===== src/rtl/bnnseq_pkg.sv =====
// Shared types and sizing helpers for the bnnseq sample scheduler.
// Optional clamp feature: BNNSEQ_SCHED_CLAMP_EN (see bnnseq_sample_scheduler).
package bnnseq_pkg;

    typedef enum logic [1:0] {
        ST_IDLE = 2'd0,
        ST_LOAD = 2'd1,
        ST_RUN  = 2'd2,
        ST_HOLD = 2'd3
    } state_e;

    function automatic int run_cycles(int feat_cnt, int hidden_cnt);
        return feat_cnt + hidden_cnt;
    endfunction

    function automatic int cw(int class_cnt);
        return (class_cnt > 1) ? $clog2(class_cnt) : 1;
    endfunction

endpackage


===== src/rtl/bnnseq_out_slot.sv =====
// Single-entry valid/ready result register; a load on a draining edge
// replaces the old entry with no bubble.
module bnnseq_out_slot #(
    parameter int W = 2
) (
    input  logic         clk,
    input  logic         rst,
    input  logic         load_i,
    input  logic [W-1:0] data_i,
    input  logic         ready_i,
    output logic         valid_o,
    output logic [W-1:0] data_o,
    output logic         free_o
);

    logic         valid_q, valid_d;
    logic [W-1:0] data_q, data_d;

    assign free_o  = ~valid_q | ready_i;
    assign valid_o = valid_q;
    assign data_o  = data_q;

    always_comb begin
        valid_d = load_i | (valid_q & ~ready_i);
        data_d  = load_i ? data_i : data_q;
    end

    always_ff @(posedge clk) begin
        if (rst) begin
            valid_q <= 1'b0;
            data_q  <= '0;
        end else begin
            valid_q <= valid_d;
            data_q  <= data_d;
        end
    end

endmodule


===== src/rtl/bnnseq_sample_scheduler.sv =====
// Drives one bit-serial bnnseq evaluation per accepted sample.
// Define BNNSEQ_SCHED_CLAMP_EN to clamp out-of-range classes and add class_err.
module bnnseq_sample_scheduler
    import bnnseq_pkg::*;
#(
    parameter int FEAT_CNT   = 19,
    parameter int HIDDEN_CNT = 40,
    parameter int FEAT_BITS  = 4,
    parameter int CLASS_CNT  = 3,
    localparam int CW        = cw(CLASS_CNT),
    localparam int FW        = FEAT_BITS * FEAT_CNT
) (
    input  logic          clk,
    input  logic          rst,
    input  logic          in_valid,
    output logic          in_ready,
    input  logic [FW-1:0] in_features,
    output logic [FW-1:0] core_features,
    output logic          core_rst,
    input  logic [CW-1:0] core_prediction,
    output logic          out_valid,
    input  logic          out_ready,
    output logic [CW-1:0] out_class,
`ifdef BNNSEQ_SCHED_CLAMP_EN
    output logic          class_err,
`endif
    output logic          busy
);

    localparam int RUN  = run_cycles(FEAT_CNT, HIDDEN_CNT);
    localparam int CNTW = $clog2(RUN);

    state_e          state_q, state_d;
    logic [CNTW-1:0] cnt_q, cnt_d;
    logic [FW-1:0]   feat_q, feat_d;
    logic [CW-1:0]   res_q, res_d;
    logic [CW-1:0]   cap;
    logic [CW-1:0]   slot_data;
    logic            slot_load;
    logic            slot_free;
    logic            last;

    assign last = (cnt_q == CNTW'(RUN - 1));

`ifdef BNNSEQ_SCHED_CLAMP_EN
    logic over;
    logic err_q, err_d;

    assign over      = (core_prediction > CW'(CLASS_CNT - 1));
    assign cap       = over ? CW'(CLASS_CNT - 1) : core_prediction;
    assign err_d     = err_q | ((state_q == ST_RUN) & last & over);
    assign class_err = err_q;

    always_ff @(posedge clk) begin
        if (rst) err_q <= 1'b0;
        else     err_q <= err_d;
    end
`else
    assign cap = core_prediction;
`endif

    always_comb begin
        state_d   = state_q;
        cnt_d     = cnt_q;
        feat_d    = feat_q;
        res_d     = res_q;
        slot_load = 1'b0;
        slot_data = res_q;
        unique case (state_q)
            ST_IDLE: begin
                if (in_valid) begin
                    feat_d  = in_features;
                    state_d = ST_LOAD;
                end
            end
            ST_LOAD: begin
                cnt_d   = '0;
                state_d = ST_RUN;
            end
            ST_RUN: begin
                cnt_d = cnt_q + CNTW'(1);
                if (last) begin
                    res_d = cap;
                    if (slot_free) begin
                        slot_load = 1'b1;
                        slot_data = cap;
                        state_d   = ST_IDLE;
                    end else begin
                        state_d = ST_HOLD;
                    end
                end
            end
            ST_HOLD: begin
                if (slot_free) begin
                    slot_load = 1'b1;
                    state_d   = ST_IDLE;
                end
            end
            default: state_d = ST_IDLE;
        endcase
    end

    always_ff @(posedge clk) begin
        if (rst) begin
            state_q <= ST_IDLE;
            cnt_q   <= '0;
            feat_q  <= '0;
            res_q   <= '0;
        end else begin
            state_q <= state_d;
            cnt_q   <= cnt_d;
            feat_q  <= feat_d;
            res_q   <= res_d;
        end
    end

    bnnseq_out_slot #(
        .W (CW)
    ) u_slot (
        .clk     (clk),
        .rst     (rst),
        .load_i  (slot_load),
        .data_i  (slot_data),
        .ready_i (out_ready),
        .valid_o (out_valid),
        .data_o  (out_class),
        .free_o  (slot_free)
    );

    assign in_ready      = (state_q == ST_IDLE);
    assign busy          = (state_q != ST_IDLE);
    assign core_rst      = rst | (state_q == ST_LOAD);
    assign core_features = feat_q;

endmodule


===== config.mk =====
export PLATFORM = sky130hd
export DESIGN_NAME = bnnseq_sample_scheduler
export DESIGN_NICKNAME = d
export VERILOG_FILES = /design/src/rtl/bnnseq_pkg.sv /design/src/rtl/bnnseq_out_slot.sv /design/src/rtl/bnnseq_sample_scheduler.sv
export SDC_FILE = /design/constraint.sdc
export NUM_CORES = 1
export LEC_CHECK = 0
export BUFFER_PORTS_ARGS = -buffer_cell sky130_fd_sc_hd__buf_2
export CAP_MARGIN = 20
export CORE_UTILIZATION = 25
export DETAILED_ROUTE_END_ITERATION = 6
export GPL_TIMING_DRIVEN = 0
export HOLD_SLACK_MARGIN = 0.06
export PLACE_DENSITY = 0.47
export SLEW_MARGIN = 20
export SYNTH_ARGS = -nofsm -noshare
export SYNTH_HDL_FRONTEND = slang
export SYNTH_SLANG_ARGS = --single-unit

===== constraint.sdc =====
create_clock -name clk -period 3.5 [get_ports clk]
set_clock_uncertainty 0.15 [all_clocks]
set_input_delay 0.35 -clock clk [delete_from_list [all_inputs] [get_ports clk]]
set_output_delay 0.35 -clock clk [all_outputs]
set_load 0.01 [all_outputs]

==> metrics <==
outcome finished, final reports clean; WL per Instance about 12 µm; Hold Buf Count CTS 0; worst-skew pair later-pin latency 340 ps; Post-Route WL 9190 µm; DIE WIDTH 117 µm; RSZ-0062 raised after global routing false; fmax between 0.4 and 0.5 GHz; Synth area leader dfxtp_1; number of global-route vias before repair ~3000; First-pass DRT Iterations 4; via count roughly 3200; H-tree levels 3; share of layout cells above drive strength 1 31.6%; Critical Path Start Type register; Worst setup EP type register; Clock Power Share about a third; Switching Fraction between 30% and 40%; distinct cell type count after synthesis 32; dominant synthesized flop cell dfxtp_1; worst hold slack roughly 95 ps; Post-synth EDFFs 0; Non-Filler Instances ~760; Worst Hold Path EP core_features[4]; Synth Instances 408; CTS Buf Count 9; Peak VDD IR approximately 0.18 mV; Rel. slew slack 59.2%; Total Routing Usage GR 13.6%; Initial DRC Count 128; critical path fanouts, max 10; grt ovf 0; worst-case clock buffer depth 2; count leader, synth nand2_1; NetSw ~0.89 mW; vias per cell about 4.2; worst hold start in_features[4]; final setup fails 0; std cell rows 41; sequential-to-total area share from yosys stat a little over half; Post-CTS Resized 0; Fin. Hold Viols 0; Tcrit/Tclk final around 66%; Worst R2R Start state_q[0]; Area contributors post-synth dfxtp_1, nand2_1, a21oi_1; clock period minus worst slack around 2300 ps; Slew Limit Fails 0; Hold Crit Depth 3; Setup Total Neg Slack 0 ps; net count after synthesis a little under 500; core area 12700 µm²; # placed instances 742; Yosys warning count 0; post-CTS setup buffer count 0; CP startpoint state_q[0]; first-pass GRT wire length roughly 14000 µm; Die Ht around 120 µm; CP Class reg -> reg; CTS tree yes; PD cells 614 nW/µm²; Worst Tran Pin Value around 610 ps; Clock transition at path regs about 60 ps; PnR worst setup slack between 1000 and 1500 ps; post-layout net count around 670; Clock Sinks just under 90; CP required ~3600 ps; Seq cells post-synth roughly 90; I/O Buffers about 160; worst slack, placed between 1000 and 1500 ps; largest net degree at the start of global routing 14; hpwl dp roughly 6800 µm; GPL Wtd Cong between 0.7 and 0.8; num ports 164; Combinational Power Share about a quarter; Layout area overhead 39.7%; n_diodes 0; Critical R2R Capture core_features[15]; Reg power frac a little over two fifths; Core Util, Final 36.0%; number of antenna violations at the first check in global routing 0; Pint 1.93 mW; average size of a mapped cell 8.04 µm²; commonest cells in the netlist nand2_1, dfxtp_1, a21oi_1, clkbuf_1; Cell Area, Synth roughly 3300 µm²; Synth top area share a little over half; Worst Hold Class in -> reg; Die Area about 14000 µm²; number of remaining DRC errors 0; Antenna Violating Nets Remaining 0; initial core utilization roughly 26%; max-cap violations 0; Worst R2R Path Depth 7; Leakage Power 2.08 nW; Worst EP arrival 2420 ps; root buffer cell clkbuf_16; ys async rst share 0%; setup slack, reg-to-reg ~1200 ps
cell type report:
class,instances,area [µm²]
Fill cell,1433,8140
Buffer,27,105
Sequential cell,89,1780
Tap cell,172,215
Timing Repair Buffer,162,811
Inverter,7,26.3
Clock inverter,3,15.0
Clock buffer,13,260
Multi-Input combinational cell,285,1370
power groups by stage:
stage                     combinational, mW  sequential (mW)  clock [mW]
after floorplan                       0.367             1.28           0
after global placement                0.713             1.22           0
after detailed placement              0.722             1.23           0
after CTS                             0.723             1.21       0.939
after global routing                  0.803             1.22       0.982
final                                 0.707             1.20       0.902
critical path, cell delays in order (launching register included):
cell and delay (ps):
dfxtp_1 400, inv_1 100, ha_1 290, nand2_1 200, clkbuf_1 400, clkbuf_1 430
nand2_1 100, a21oi_1 160
sequential cells by signal (all words and copies together) (netlist names):
| register | cells |
|---|---|
| res_q | 2 |
| cnt_q | 6 |
| core_features | 76 |
| state_q | 2 |
| u_slot.data_o | 2 |
| u_slot.valid_o | 1 |
metal layers:
metal | GRT usage (%) | routed length (µm) | vias up
met5 | 0 | 0 | -
met4 | 7.59 | 233 | 0
met3 | 4.31 | 717 | 17
met2 | 21.3 | 3970 | 109
met1 | 16.5 | 4270 | 1425
li1 | - | - | 1668
layout by cell type, fill, tap and decap left out, drive strengths merged, types with 2 or more instances in the layout:
master  instances
xor2            3
clkbuf         34
ha              6
clkinv          3
o21ai           3
buf           168
nand3           2
a21oi          81
dfxtp          89
nand2         156
inv             7
nor2            6
nand4           2
nor3            2
a221oi          2
mux2i           4
nand2b          6
how the worst max path moves through the flow:
stage / to / slack (ps) / cells after the start
after floorplan: core_features[40] / 1690 / 8
after global placement: core_features[8] / 1230 / 7
after detailed placement: core_features[9] / 1190 / 7
after CTS: core_features[15] / 1150 / 7
after global routing: core_features[9] / 920 / 7
final: core_features[15] / 1200 / 7
kinds of logic (layout without fill, tap and decap cells):
logic type | count (synthesis) | count (layout) | share of synthesized area, %
DFF | 89 | 89 | 54.3
xor gates and xnor gates | 3 | 3 | 0.801
buffers and inverters | 34 | 212 | 4.01
and+or+nand+nor | 181 | 181 | 22.5
adders and majority gates | 6 | 6 | 2.29
AOI/OAI and AO/OA | 91 | 91 | 14.8
muxes | 4 | 4 | 1.22
per-stage QoR:
| step | total power [mW] | area [µm²] |
|---|---|---|
| final | 2.81 | 4580 |
| after global routing | 3.01 | 4580 |
| after CTS | 2.87 | 4580 |
| after detailed placement | 1.95 | 4310 |
| after global placement | 1.94 | 4310 |
| after floorplan | 1.65 | 3280 |
Note: power is estimated with default switching activity, not from simulation.
